`src/rtl/rv_pkg.sv`:
```
// Shared RV32I load/store definitions: funct3 width codes, LSU FSM state
// encoding and small decode helpers used by the LSU and its lane aligner.
package rv_pkg;

  localparam logic [2:0] F3_B  = 3'b000;
  localparam logic [2:0] F3_H  = 3'b001;
  localparam logic [2:0] F3_W  = 3'b010;
  localparam logic [2:0] F3_BU = 3'b100;
  localparam logic [2:0] F3_HU = 3'b101;

  typedef enum logic [2:0] {
    S_IDLE,
    S_ACC0,
    S_ACC1,
    S_WAIT,
    S_RESP
  } lsu_state_e;

  // Access size in bytes (1, 2 or 4) from the low funct3 bits.
  function automatic logic [2:0] access_bytes(input logic [2:0] funct3);
    case (funct3[1:0])
      2'b00:   return 3'd1;
      2'b01:   return 3'd2;
      default: return 3'd4;
    endcase
  endfunction

  // Unsigned widths exist only for loads; 011/110/111 are never legal.
  function automatic logic funct3_legal(input logic we, input logic [2:0] funct3);
    case (funct3)
      F3_B, F3_H, F3_W: return 1'b1;
      F3_BU, F3_HU:     return !we;
      default:          return 1'b0;
    endcase
  endfunction

endpackage

```
`src/rtl/lsu_align.sv`:
```
// Combinational lane alignment: store byte-mask/data placement over a
// two-word window and load byte extraction with sign/zero extension.
module lsu_align
  import rv_pkg::*;
(
  input  logic [2:0]  funct3,
  input  logic [1:0]  offset,
  input  logic [31:0] wdata,
  input  logic [31:0] beat0,
  input  logic [31:0] beat1,
  output logic [7:0]  wmask,
  output logic [63:0] wdata_lanes,
  output logic [31:0] rdata
);

  logic [3:0]  size_mask;
  logic [31:0] wdata_sized;
  logic [63:0] shifted;

  // NOTE: every output of a combinational block gets a default first so no
  // path leaves it unassigned, which would otherwise infer a latch.
  always_comb begin
    size_mask   = 4'b1111;
    wdata_sized = wdata;
    case (funct3[1:0])
      2'b00: begin
        size_mask   = 4'b0001;
        wdata_sized = {24'd0, wdata[7:0]};
      end
      2'b01: begin
        size_mask   = 4'b0011;
        wdata_sized = {16'd0, wdata[15:0]};
      end
      default: ;
    endcase
  end

  assign wmask       = {4'd0, size_mask} << offset;
  assign wdata_lanes = {32'd0, wdata_sized} << {offset, 3'b000};
  assign shifted     = {beat1, beat0} >> {offset, 3'b000};

  always_comb begin
    rdata = shifted[31:0];
    case (funct3)
      F3_B:    rdata = {{24{shifted[7]}}, shifted[7:0]};
      F3_H:    rdata = {{16{shifted[15]}}, shifted[15:0]};
      F3_BU:   rdata = {24'd0, shifted[7:0]};
      F3_HU:   rdata = {16'd0, shifted[15:0]};
      default: ;
    endcase
  end

endmodule

```
`src/rtl/load_store_unit.sv`:
```
// RV32I load/store unit: one request at a time, in-word accesses take one
// memory beat, word-crossing accesses are split into two aligned beats.
module load_store_unit
  import rv_pkg::*;
#(
  parameter bit ALLOW_MISALIGNED = 1'b1
) (
  input  logic        clk,
  input  logic        rst_n,
  input  logic        req_valid_i,
  output logic        req_ready_o,
  input  logic        req_we_i,
  input  logic [2:0]  req_funct3_i,
  input  logic [31:0] req_addr_i,
  input  logic [31:0] req_wdata_i,
  output logic        rsp_valid_o,
  output logic [31:0] rsp_rdata_o,
  output logic        rsp_err_o,
  output logic [31:0] mem_addr_o,
  output logic        mem_rstrb_o,
  input  logic [31:0] mem_rdata_i,
  output logic [3:0]  mem_wmask_o,
  output logic [31:0] mem_wdata_o
);

  lsu_state_e  state_q, state_d;
  logic        we_q;
  logic [2:0]  funct3_q;
  logic [31:0] addr_q;
  logic [31:0] wdata_q;
  logic [31:0] beat0_q;
  logic [31:0] rsp_rdata_q;
  logic        rsp_err_q;

  logic [2:0]  req_size;
  logic        req_misaligned;
  logic        req_illegal;
  logic        split;
  logic [31:0] word_addr;
  logic [7:0]  lane_mask;
  logic [63:0] lane_data;
  logic [31:0] load_data;

  assign req_size       = access_bytes(req_funct3_i);
  assign req_misaligned = ((req_size == 3'd2) && req_addr_i[0]) ||
                          ((req_size == 3'd4) && (req_addr_i[1:0] != 2'b00));
  assign req_illegal    = !funct3_legal(req_we_i, req_funct3_i) ||
                          (req_misaligned && !ALLOW_MISALIGNED);

  assign split     = ({1'b0, addr_q[1:0]} + access_bytes(funct3_q)) > 3'd4;
  assign word_addr = {addr_q[31:2], 2'b00};

  // Beat 0 of a split load was parked in beat0_q during ACC1; an in-word load
  // still has its only beat on the memory bus while in WAIT.
  lsu_align u_align (
    .funct3      (funct3_q),
    .offset      (addr_q[1:0]),
    .wdata       (wdata_q),
    .beat0       (split ? beat0_q : mem_rdata_i),
    .beat1       (mem_rdata_i),
    .wmask       (lane_mask),
    .wdata_lanes (lane_data),
    .rdata       (load_data)
  );

  always_comb begin
    state_d = state_q;
    case (state_q)
      S_IDLE: if (req_valid_i) state_d = req_illegal ? S_RESP : S_ACC0;
      S_ACC0: state_d = split ? S_ACC1 : (we_q ? S_RESP : S_WAIT);
      S_ACC1: state_d = we_q ? S_RESP : S_WAIT;
      S_WAIT: state_d = S_RESP;
      S_RESP: state_d = S_IDLE;
      default: state_d = S_IDLE;
    endcase
  end

  // Memory strobes depend only on state, so an async reset silences them at once.
  always_comb begin
    mem_addr_o  = '0;
    mem_rstrb_o = 1'b0;
    mem_wmask_o = '0;
    mem_wdata_o = '0;
    case (state_q)
      S_ACC0: begin
        mem_addr_o  = word_addr;
        mem_rstrb_o = !we_q;
        if (we_q) begin
          mem_wmask_o = lane_mask[3:0];
          mem_wdata_o = lane_data[31:0];
        end
      end
      S_ACC1: begin
        mem_addr_o  = word_addr + 32'd4;
        mem_rstrb_o = !we_q;
        if (we_q) begin
          mem_wmask_o = lane_mask[7:4];
          mem_wdata_o = lane_data[63:32];
        end
      end
      default: ;
    endcase
  end

  // NOTE: state registers use non-blocking assignments so every flop samples
  // the pre-edge values regardless of statement or process order.
  always_ff @(posedge clk or negedge rst_n) begin
    if (!rst_n) begin
      state_q     <= S_IDLE;
      we_q        <= 1'b0;
      funct3_q    <= '0;
      addr_q      <= '0;
      wdata_q     <= '0;
      beat0_q     <= '0;
      rsp_rdata_q <= '0;
      rsp_err_q   <= 1'b0;
    end else begin
      state_q <= state_d;
      if (state_q == S_IDLE && req_valid_i) begin
        we_q     <= req_we_i;
        funct3_q <= req_funct3_i;
        addr_q   <= req_addr_i;
        wdata_q  <= req_wdata_i;
      end
      if (state_q == S_ACC1 && !we_q) beat0_q <= mem_rdata_i;
      if (state_d == S_RESP && state_q != S_RESP) begin
        rsp_rdata_q <= (state_q == S_WAIT) ? load_data : '0;
        rsp_err_q   <= (state_q == S_IDLE);
      end
    end
  end

  assign req_ready_o = (state_q == S_IDLE);
  assign rsp_valid_o = (state_q == S_RESP);
  assign rsp_rdata_o = rsp_rdata_q;
  assign rsp_err_o   = rsp_err_q;

endmodule

```
`config.mk`:
```
export PLATFORM = sky130hd
export DESIGN_NAME = load_store_unit
export DESIGN_NICKNAME = d
export VERILOG_FILES = /design/src/rtl/rv_pkg.sv /design/src/rtl/lsu_align.sv /design/src/rtl/load_store_unit.sv
export SDC_FILE = /design/constraint.sdc
export NUM_CORES = 1
export LEC_CHECK = 0
export CORE_UTILIZATION = 44
export CTS_BUF_LIST = sky130_fd_sc_hd__clkbuf_8
export DETAILED_ROUTE_END_ITERATION = 10
export PLACE_DENSITY = 0.73
export SYNTH_ARGS = -nofsm -noshare
export SYNTH_HDL_FRONTEND = slang
export SYNTH_SLANG_ARGS = --single-unit
```
`constraint.sdc`:
```
create_clock -name clk -period 4.68 [get_ports clk]
set_clock_uncertainty 0.2 [all_clocks]
set_input_delay 0.936 -clock clk [delete_from_list [all_inputs] [get_ports clk]]
set_output_delay 0.936 -clock clk [all_outputs]
set_load 0.05 [all_outputs]
```
==> results of run 1 <==
## routing by layer
layer | vias up | global-route usage (%) | part of all wire, %
li1 | 3570 | - | -
met1 | 3765 | 37.1 | 44
met2 | 336 | 42.2 | 46
met3 | 51 | 4.75 | 5.9
met4 | 0 | 11.5 | 3.6
met5 | - | 0 | 0
## synthesized netlist by cell type, types with 2 or more instances
cell type / count / area share [%]
inv_1: 6 / 0.27
a22o_1: 2 / 0.21
a22oi_1: 13 / 1.2
buf_4: 2 / 0.18
a21oi_1: 51 / 3.1
nor3_1: 6 / 0.37
o21ai_0: 103 / 6.3
a211oi_1: 2 / 0.18
nor2b_1: 5 / 0.38
xor2_1: 2 / 0.21
and4_1: 3 / 0.32
nand4_1: 18 / 1.4
o22ai_1: 9 / 0.69
a32o_1: 7 / 0.85
nand3b_1: 2 / 0.18
nand2_1: 124 / 5.7
nand3_1: 37 / 2.3
buf_2: 9 / 0.55
clkbuf_1: 44 / 2.0
mux2_2: 104 / 14
dfrtp_1: 136 / 42
mux2i_1: 51 / 6.2
o31ai_1: 4 / 0.37
nand2b_1: 8 / 0.61
nor2_1: 32 / 1.5
a221o_1: 4 / 0.49
a31oi_1: 8 / 0.61
buf_1: 11 / 0.50
a211o_1: 8 / 0.85
and3_1: 11 / 0.84
nor3b_1: 3 / 0.27
ha_1: 3 / 0.46
and2_1: 6 / 0.46
a32oi_1: 14 / 1.5
o211ai_1: 3 / 0.27
a21o_1: 2 / 0.18
## state kept, by name (all words and copies together), names as in the netlist
name / flops
beat0_q: 32
we_q: 1
funct3_q: 3
addr_q: 32
rsp_err_o: 1
state_q: 3
wdata_q: 32
rsp_rdata_o: 32
## cell type report
class	instances	area, um2	share of cell area (%)
Multi-Input combinational cell	666	4500	41.3
Sequential cell	136	3410	31.3
Timing Repair Buffer	223	2240	20.6
Tap cell	229	287	2.63
Clock buffer	20	275	2.53
Clock inverter	10	144	1.32
Inverter	8	30.0	0.276
Antenna cell	1	2.50	0.0230
## power breakdown
group | internal [mW] | total (mW) | switching, mW
logic | 1.86 | 4.75 | 2.89
clock network | 0.566 | 1.05 | 0.487
registers | 1.76 | 2.39 | 0.629
total | 4.18 | 8.19 | 4.01
## kinds of logic after synthesis
group	Yosys count	synth area share, %
compound gates	237	17.7
simple gates	265	15.4
xor+xnor	3	0.321
other cells	1	0.0457
mux	155	20.5
fa+ha+maj	4	0.702
flops	136	41.5
buf+inv	76	3.82
## worst max-delay path, cell delays in order, from the launching register on
cell and delay [ns]:
dfrtp_2 0.85, inv_2 0.47, ha_1 0.38, a211oi_1 0.32, clkdlybuf4s50_1 0.87
## how the worst min path moves through the flow
stage | from | endpoint | slack, ns | cells after the start
after floorplan | beat0_q[24]$_DFFE_PN0P_ | beat0_q[24]$_DFFE_PN0P_ | 0.28 | 1
after global placement | rsp_rdata_o[7]$_DFFE_PN0P_ | rsp_rdata_o[7]$_DFFE_PN0P_ | 0.27 | 2
after detailed placement | rsp_rdata_o[30]$_DFFE_PN0P_ | rsp_rdata_o[30]$_DFFE_PN0P_ | 0.27 | 1
after CTS | rsp_rdata_o[30]$_DFFE_PN0P_ | rsp_rdata_o[30]$_DFFE_PN0P_ | 0.29 | 1
after global routing | rsp_rdata_o[30]$_DFFE_PN0P_ | rsp_rdata_o[30]$_DFFE_PN0P_ | 0.31 | 1
final | rsp_rdata_o[30]$_DFFE_PN0P_ | rsp_rdata_o[30]$_DFFE_PN0P_ | 0.29 | 1
## per-stage QoR
stage | setup slack (ns) | util [%] | hold WS [ns]
after global routing | 0.00874 | 60.2 | 0.311
after floorplan | 0.535 | - | 0.280
after global placement | 0.738 | 57.8 | 0.272
after detailed placement | 0.693 | 57.8 | 0.275
after CTS | 0.203 | 60.2 | 0.293
final | 0.191 | 60.2 | 0.292
==> summary.md, run 1 <==
| Metric | Value |
|---|---|
| Status | `finished with violations` |
| Failing checks | `design-rule violations` |
| Post-synthesis sequential area ratio | `41.5%` |
| VDD IR max | `roughly 0.5 mV` |
| Post-Layout Cell Count | `1293` |
| Die H | `roughly 140 um` |
| GPL Wtd Cong | `0.913` |
| CTS tree | `built` |
| FFs w/ async S/R, synth | `100%` |
| Layout cell share with drive strength beyond 1 | `17.6%` |
| Most frequent cells in the layout | `clkdlybuf4s50_1, dfrtp_1, nand2_1` |
| Synth unique cells | `60` |
| Vias in the first global route | `7340` |
| DP Cell Count | `1262` |
| PwrDens | `753 nW/um2` |
| Commonest non-fill, non-tap cell in the layout | `clkdlybuf4s50_1` |
| Fin nets | `1159` |
| Fmax | `0.223 GHz` |
| IO buf count | `204` |
| Syn avg cell area | `9.35 um2` |
| Gr usage total | `27.1%` |
| Initial Util | `45.3%` |
| Clk slew on worst S/H paths | `roughly 0.080 ns` |
| Leak | `4.52 nW` |
| Post-cts gate resize count | `0` |
| Die area | `~19000 um2` |
| Design area | `10900 um2` |
| Placed inst area | `10500 um2` |
| Post-DP HPWL | `17700 um` |
| Setup_tns | `0 ns` |
| Post-Syn Instances | `between 800 and 900` |
| Vias | `approximately 7700` |
| Grt total ovfl | `0` |
| CP Capture Type | `output port` |
| RSZ-0062 raised after global routing | `no` |
| Final period util | `95.9%` |
| Antenna viol nets, final | `0` |
| Io pins | `approximately 210` |
| Period minus WS final | `4.49 ns` |
| DRC viols | `21` |
| Wirelength per Cell | `19.9 um` |
| Core area | `18100 um2` |
| Initial drt markers | `645` |
| Synthesized area | `between 8000 and 9000 um2` |
| DR vias/cell | `approximately 6.0` |
| Hold WC Path Type | `reg2reg` |
| Final Slew Violations | `0` |
| Final Hold Viols | `0` |
| P&R area growth vs syn | `32.8%` |
| CP Capture Point | `mem_wmask_o[3]` |
| First-pass GRT wire length | `40700 um` |
| Cts-stage hold buffer count | `0` |
| Synth warnings | `0` |
| Setup Viol. Count Final | `0` |
| Drt pass-1 iters | `8` |
| Max-slew headroom | `36.4%` |
| Setup crit start | `addr_q[0]$_DFFE_PN0P_` |
| Crit Reg-Reg Endpoint | `rsp_rdata_o[15]$_DFFE_PN0P_` |
| H-tree Lvls | `4` |
| Crit start category | `register` |
| Postcts setup bufs | `0` |
| Primary FF master, synth | `dfrtp_1` |
| CTS max path bufs | `2` |
| Core Rows | `49` |
| Kind of critical path | `reg2out` |
| CP max FO | `34` |
| Arr. time, crit path | `3.35 ns` |
| Internal reg-to-reg setup slack | `0.82 ns` |
| Skew-Pair Late Insertion Delay | `0.45 ns` |
| Post-synth EDFFs | `0` |
| Root Buffer | `clkbuf_8` |
| Worst Path Required | `around 3.5 ns` |
| Die X-Extent | `around 140 um` |
| Least-Margin Pin Slew | `0.954 ns` |
| Number of sinks on the clock net | `136` |
| Design Power | `8.19 mW` |
| Max Cap Violations | `0` |
| Antenna violations before repair | `1` |
| Largest net degree at the start of global routing | `100` |
| Post-Route WL | `approximately 26000 um` |
| Fillers | `1548` |
| CTS buffer count | `17` |
| Post-synthesis register bit count | `136` |
| Worst Reg-to-Reg Cells | `10` |
| Critical R2R Launch | `funct3_q[1]$_DFFE_PN0P_` |
Power figures use the tool's default switching activity.
==> run 2, diff against run 1 <==
--- a/config.mk
+++ b/config.mk
@@ -5,6 +5,7 @@
 export SDC_FILE = /design/constraint.sdc
 export NUM_CORES = 1
 export LEC_CHECK = 0
+export CORE_ASPECT_RATIO = 1.1
 export CORE_UTILIZATION = 44
 export CTS_BUF_LIST = sky130_fd_sc_hd__clkbuf_8
 export DETAILED_ROUTE_END_ITERATION = 10
==> summary.md, run 2 (synthesis gave the netlist of run 1 again) <==
| Metric | Value |
|---|---|
| DR vias/cell | `5.88 (was 5.97)` |
| Fin nets | `1156 (was 1159)` |
| Sw frac | `48.7% (was 49.0%)` |
| Vias | `7663 (was 7722)` |
| Die area | `19200 um2 (about the same)` |
| Fillers | `1639 (was 1548)` |
| Logic gate share of total power | `58.7% (was 58.0%)` |
| Antenna violations before repair | `0 (was 1)` |
| Leak | `4.52 nW (about the same)` |
| Sequential share of power | `29.0% (was 29.1%)` |
| Antenna viol nets, final | `0 (unchanged)` |
| DP Cell Count | `1273 (was 1262)` |
| DRC viols | `0 (was 21)` |
| GPL Wtd Cong | `0.894 (was 0.913)` |
| Fin Hold WS | `0.291 ns (was 0.292 ns)` |
| Drt pass-1 iters | `5 (was 8)` |
| Largest net degree at the start of global routing | `109 (was 100)` |
| Clk pwr share | `12.3% (was 12.8%)` |
| Layout cell share with drive strength beyond 1 | `17.2% (was 17.6%)` |
| Met1 Resource Use GR | `35.1% (was 37.1%)` |
| Clk slew on worst S/H paths | `0.08 ns (about the same)` |
| M3 GR Usage | `5.03% (was 4.75%)` |
| Area of the multi-input gates | `4510 um2 (was 4500 um2)` |
| P_sw | `3.94 mW (was 4.01 mW)` |
| Internal | `4.15 mW (was 4.18 mW)` |
| Commonest non-fill, non-tap cell in the layout | `clkdlybuf4s50_1 (unchanged)` |
| CP max FO | `9 (was 34)` |
| CTS tree | `built (unchanged)` |
| Design Power | `8.09 mW (was 8.19 mW)` |
| First-pass GRT wire length | `39400 um (was 40700 um)` |
| Die X-Extent | `132 um (was 138 um)` |
| Initial drt markers | `624 (was 645)` |
| Antenna Cells | `0 (was 1)` |
| RSZ-0062 raised after global routing | `no (unchanged)` |
| Root Buffer | `clkbuf_8 (unchanged)` |
| Core area | `18300 um2 (was 18100 um2)` |
| PwrDens | `745 nW/um2 (was 753 nW/um2)` |
| Fmax | `0.227 GHz (was 0.223 GHz)` |
| CTS max path bufs | `2 (unchanged)` |
| GR peak layer | `met2 (unchanged)` |
| Placed inst area | `10500 um2 (about the same)` |
| Hold WC Path Type | `reg2reg (unchanged)` |
| Skew-Pair Late Insertion Delay | `0.45 ns (about the same)` |
| CTS buffer count | `17 (unchanged)` |
| Core Util, Final | `59.2% (was 60.2%)` |
| Design area | `10900 um2 (about the same)` |
| Number of sinks on the clock net | `136 (unchanged)` |
| Post-Layout Cell Count | `1304 (was 1293)` |
| Die H | `145 um (was 138 um)` |
| H-tree Lvls | `4 (unchanged)` |
| P&R area growth vs syn | `32.5% (was 32.8%)` |
| Grt total ovfl | `0 (unchanged)` |
| Reg area | `3410 um2 (unchanged)` |
| Kind of critical path | `reg2out (unchanged)` |
| CP Capture Type | `output port (unchanged)` |
| DP Worst Slack | `0.687 ns (was 0.693 ns)` |
| Max-slew headroom | `29.4% (was 36.4%)` |
| Final Slew Violations | `0 (unchanged)` |
| IO buf count | `204 (unchanged)` |
| Core Rows | `52 (was 49)` |
| Postcts setup bufs | `0 (unchanged)` |
| Setup_tns | `0 ns (unchanged)` |
| Io pins | `207 (unchanged)` |
| VDD IR max | `0.463 mV (was 0.501 mV)` |
| Gr usage total | `26.0% (was 27.1%)` |
| Status | `finished clean (was finished with violations)` |
| Max Cap Violations | `0 (unchanged)` |
| Wirelength per Cell | `18.8 um (was 19.9 um)` |
| Post-DP HPWL | `16700 um (was 17700 um)` |
| Worst Path Required | `3.54 ns (about the same)` |
| Period minus WS final | `4.41 ns (was 4.49 ns)` |
| Initial Util | `44.7% (was 45.3%)` |
| Final period util | `94.2% (was 95.9%)` |
| Least-Margin Pin Slew | `1.06 ns (was 0.954 ns)` |
| Setup Viol. Count Final | `0 (unchanged)` |
| Final Hold Viols | `0 (unchanged)` |
| Crit start category | `register (unchanged)` |
| Cts-stage hold buffer count | `0 (unchanged)` |
| Final worst setup slack | `0.273 ns (was 0.191 ns)` |
| Arr. time, crit path | `3.27 ns (was 3.35 ns)` |
| Met2 usage | `40.4% (was 42.2%)` |
| Post-Route WL | `24500 um (was 25700 um)` |
| Most frequent cells in the layout | `clkdlybuf4s50_1, dfrtp_1, nand2_1 (unchanged)` |
| Vias in the first global route | `7368 (was 7340)` |
[run 2: path summary, 6_finish.rpt]
check / start / end / slack [ns] / depth (start not counted)
max reg2reg: funct3_q[1]$_DFFE_PN0P_ / rsp_rdata_o[19]$_DFFE_PN0P_ / 0.83 / 10
max in group asynchronous: rst_n / rsp_rdata_o[8]$_DFFE_PN0P_ / 2.89 / 2
min reg2reg: rsp_rdata_o[28]$_DFFE_PN0P_ / rsp_rdata_o[28]$_DFFE_PN0P_ / 0.29 / 1
max: addr_q[13]$_DFFE_PN0P_ / mem_addr_o[30] / 0.27 / 7
min in group asynchronous: rst_n / addr_q[27]$_DFFE_PN0P_ / 0.40 / 1
min: rsp_rdata_o[28]$_DFFE_PN0P_ / rsp_rdata_o[28]$_DFFE_PN0P_ / 0.29 / 1
[run 2: final cells by class]
class                   instances  area share [%]
multi-input cells             666            41.5
flip-flops and latches        136            31.3
repair buffers                220            20.4
well taps                     243            2.80
clock buffers                  19            2.41
clock inverters                12            1.26
inverters                       8           0.276
[run 2: power groups by stage]
stage	Combinational, mW	Sequential (mW)	Clock [mW]
finish	4.75	2.35	0.997
global route	5.07	2.44	1.07
CTS	4.73	2.33	1.02
detailed placement	4.72	2.35	0
global placement	4.65	2.33	0
floorplan	3.05	2.59	0
[run 2: critical path, cell delays in order (launching register included)]
cell and delay [ns]:
dfrtp_1 0.45, and3_1 0.30, nand3_1 0.21, nor4_4 0.54, nor3b_1 0.29, o21ai_0 0.11, a22o_1 0.21, clkdlybuf4s50_1 0.70
[run 2: repair_timing]
action	in CTS	in global routing
resized for setup	0	2
endpoints found under the setup margin	0	2
hold endpoints to repair	0	0
[run 2: metal layers]
layer  vias to the layer above  part of all wire [%]
met1                      3686                    42
met3                        58                   7.4
met2                       367                    47
met4                         0                   3.4
met5                         -                     0
li1                       3552                     -
==> run 3, diff against run 2 <==
--- a/config.mk
+++ b/config.mk
@@ -5,6 +5,7 @@
 export SDC_FILE = /design/constraint.sdc
 export NUM_CORES = 1
 export LEC_CHECK = 0
+export CAP_MARGIN = 40
 export CORE_ASPECT_RATIO = 1.1
 export CORE_UTILIZATION = 44
 export CTS_BUF_LIST = sky130_fd_sc_hd__clkbuf_8
@@ -13,3 +14,4 @@
 export SYNTH_ARGS = -nofsm -noshare
 export SYNTH_HDL_FRONTEND = slang
 export SYNTH_SLANG_ARGS = --single-unit
+export TNS_END_PERCENT = 1
==> summary.md, run 3 (synthesis gave the netlist of run 1 again) <==
| Metric | Value |
|---|---|
| Least-Margin Pin Slew | `0.882 ns (was 1.06 ns)` |
| Kind of critical path | `reg2out (unchanged)` |
| RSZ-0062 raised after global routing | `no (unchanged)` |
| Final Hold Viols | `0 (unchanged)` |
| Arr. time, crit path | `3.30 ns (was 3.27 ns)` |
| Grt total ovfl | `0 (unchanged)` |
| DRC viols | `0 (unchanged)` |
| Logic gate share of total power | `59.4% (was 58.7%)` |
| Commonest non-fill, non-tap cell in the layout | `clkdlybuf4s50_1 (unchanged)` |
| CP Capture Type | `output port (unchanged)` |
| Hold WC Path Type | `in2async (was reg2reg)` |
| Sw frac | `49.0% (was 48.7%)` |
| Period minus WS final | `4.44 ns (was 4.41 ns)` |
| Worst Path Required | `3.54 ns (about the same)` |
| Setup crit start | `addr_q[2]$_DFFE_PN0P_ (was addr_q[13]$_DFFE_PN0P_)` |
| Antenna violations before repair | `0 (unchanged)` |
| CTS max path bufs | `2 (unchanged)` |
| IO buf count | `204 (unchanged)` |
| Top layer in use | `met4 (unchanged)` |
| Max-slew headroom | `41.2% (was 29.4%)` |
| Routed wl met3 | `1660 um (was 1810 um)` |
| Final period util | `94.8% (was 94.2%)` |
| Gr usage total | `25.9% (was 26.0%)` |
| Die X-Extent | `132 um (unchanged)` |
| Clk slew on worst S/H paths | `0.08 ns (about the same)` |
| Clk pwr share | `11.3% (was 12.3%)` |
| Core Rows | `52 (unchanged)` |
| Postcts setup bufs | `0 (unchanged)` |
| Crit start category | `register (unchanged)` |
| Setup Viol. Count Final | `0 (unchanged)` |
| P&R area growth vs syn | `32.2% (was 32.5%)` |
| Io pins | `207 (unchanged)` |
| Number of sinks on the clock net | `136 (unchanged)` |
| Largest net degree at the start of global routing | `92 (was 109)` |
| H-tree Lvls | `4 (unchanged)` |
| First-pass GRT wire length | `39200 um (was 39400 um)` |
| CTS tree | `built (unchanged)` |
| Fin nets | `1157 (was 1156)` |
| Most frequent cells in the layout | `clkdlybuf4s50_1, dfrtp_1, nand2_1 (unchanged)` |
| P_sw | `3.92 mW (was 3.94 mW)` |
| Final Slew Violations | `0 (unchanged)` |
| Root Buffer | `clkbuf_8 (unchanged)` |
| Sequential share of power | `29.3% (was 29.0%)` |
| VDD IR max | `0.375 mV (was 0.463 mV)` |
| Antenna Cells | `0 (unchanged)` |
| Worst Reg-to-Reg Cells | `10 (unchanged)` |
| CP max FO | `7 (was 9)` |
| CTS buffer count | `17 (unchanged)` |
| Post-Route WL | `24400 um (was 24500 um)` |
| Fmax | `0.225 GHz (was 0.227 GHz)` |
| Core area | `18300 um2 (unchanged)` |
| Fin Hold WS | `0.105 ns (was 0.291 ns)` |
| Status | `finished clean (unchanged)` |
| WL met1 | `10600 um (was 10400 um)` |
| Fillers | `1665 (was 1639)` |
| Setup_tns | `0 ns (unchanged)` |
| Internal | `4.08 mW (was 4.15 mW)` |
| Internal reg-to-reg setup slack | `0.90 ns (was 0.83 ns)` |
| Initial Util | `44.7% (unchanged)` |
| Max Cap Violations | `0 (unchanged)` |
| Drt pass-1 iters | `7 (was 5)` |
| Leak | `4.50 nW (was 4.52 nW)` |
| Die H | `145 um (unchanged)` |
| Die area | `19200 um2 (unchanged)` |
| Skew-Pair Late Insertion Delay | `0.45 ns (about the same)` |
| Initial drt markers | `631 (was 624)` |
| Antenna viol nets, final | `0 (unchanged)` |
| DR vias/cell | `5.86 (was 5.88)` |
| PwrDens | `738 nW/um2 (was 745 nW/um2)` |
| Met2 wire len | `11400 um (was 11500 um)` |
| Layout cell share with drive strength beyond 1 | `17.2% (about the same)` |
| Cts-stage hold buffer count | `0 (unchanged)` |
| Placed inst area | `10500 um2 (about the same)` |
| Critical R2R Launch | `funct3_q[1]$_DFFE_PN0P_ (unchanged)` |
| GPL Wtd Cong | `0.894 (unchanged)` |
| Design area | `10800 um2 (was 10900 um2)` |
| Vias | `7627 (was 7663)` |
| Vias in the first global route | `7243 (was 7368)` |
| Post-DP HPWL | `16900 um (was 16700 um)` |
| Wirelength per Cell | `18.8 um (about the same)` |
-- run 3: cell types whose count changed in the layout (fill, tap and decap cells not counted) --
cell and change:
clkinv_4 -1, nor3_1 +1, inv_1 -3, nor3_2 -1, buf_16 +1, clkbuf_8 +3, clkinvlp_4 -1, bufinv_16 -2
-- run 3: layout make-up --
class,instances,area (um2),area share (%)
multi-input combinational,666,4500,41.5
sequential,136,3410,31.4
timing repair buffer,221,2250,20.7
tap,243,304,2.80
clock buffer,22,303,2.79
clock inverter,5,48.8,0.450
inverter,8,30.0,0.277
-- run 3: power by group through the flow --
stage               logic (mW)  clock network [mW]  registers [mW]
global placement          4.65                   0            2.33
global route              5.08               0.979            2.44
floorplan                 3.05                   0            2.59
detailed placement        4.73                   0            2.35
CTS                       4.74               0.929            2.33
finish                    4.75               0.905            2.34
-- run 3: layer usage --
layer / track usage (%) / vias to the layer above
li1: - / 3553
met1: 35.5 / 3687
met2: 40.0 / 338
met3: 4.40 / 49
met4: 11.7 / 0
met5: 0 / -
-- run 3: timing repair --
action                                  CTS  global route
endpoints found under the setup margin    0             1
hold endpoints to repair                  0             0
resized for setup                         0             1
-- run 3: path summary, 6_finish.rpt --
check	end
max reg2reg	rsp_rdata_o[1]$_DFFE_PN0P_
min in group clk	rsp_rdata_o[7]$_DFFE_PN0P_
max in group asynchronous	beat0_q[27]$_DFFE_PN0P_
max	mem_addr_o[18]
min reg2reg	rsp_rdata_o[7]$_DFFE_PN0P_
min	addr_q[30]$_DFFE_PN0P_
-- run 3: through the flow --
stage	total power, mW	util, %	setup WS [ns]	std cells
CTS	8.01	59.1	0.145	1301
detailed placement	7.08	57.1	0.671	1274
global route	8.50	59.1	0.00140	1301
global placement	6.97	57.0	0.754	1273
floorplan	5.64	-	0.535	878
finish	8.00	59.1	0.243	1301
-- run 3: worst max-delay path, stage by stage, from the launching register on --
cell and delay [ns]:
dfrtp_1 0.42, ha_1 0.24, nand4_1 0.27, nor3_1 0.59, and4_1 0.29, nand2_1 0.05
o21ai_0 0.15, clkdlybuf4s50_1 0.83
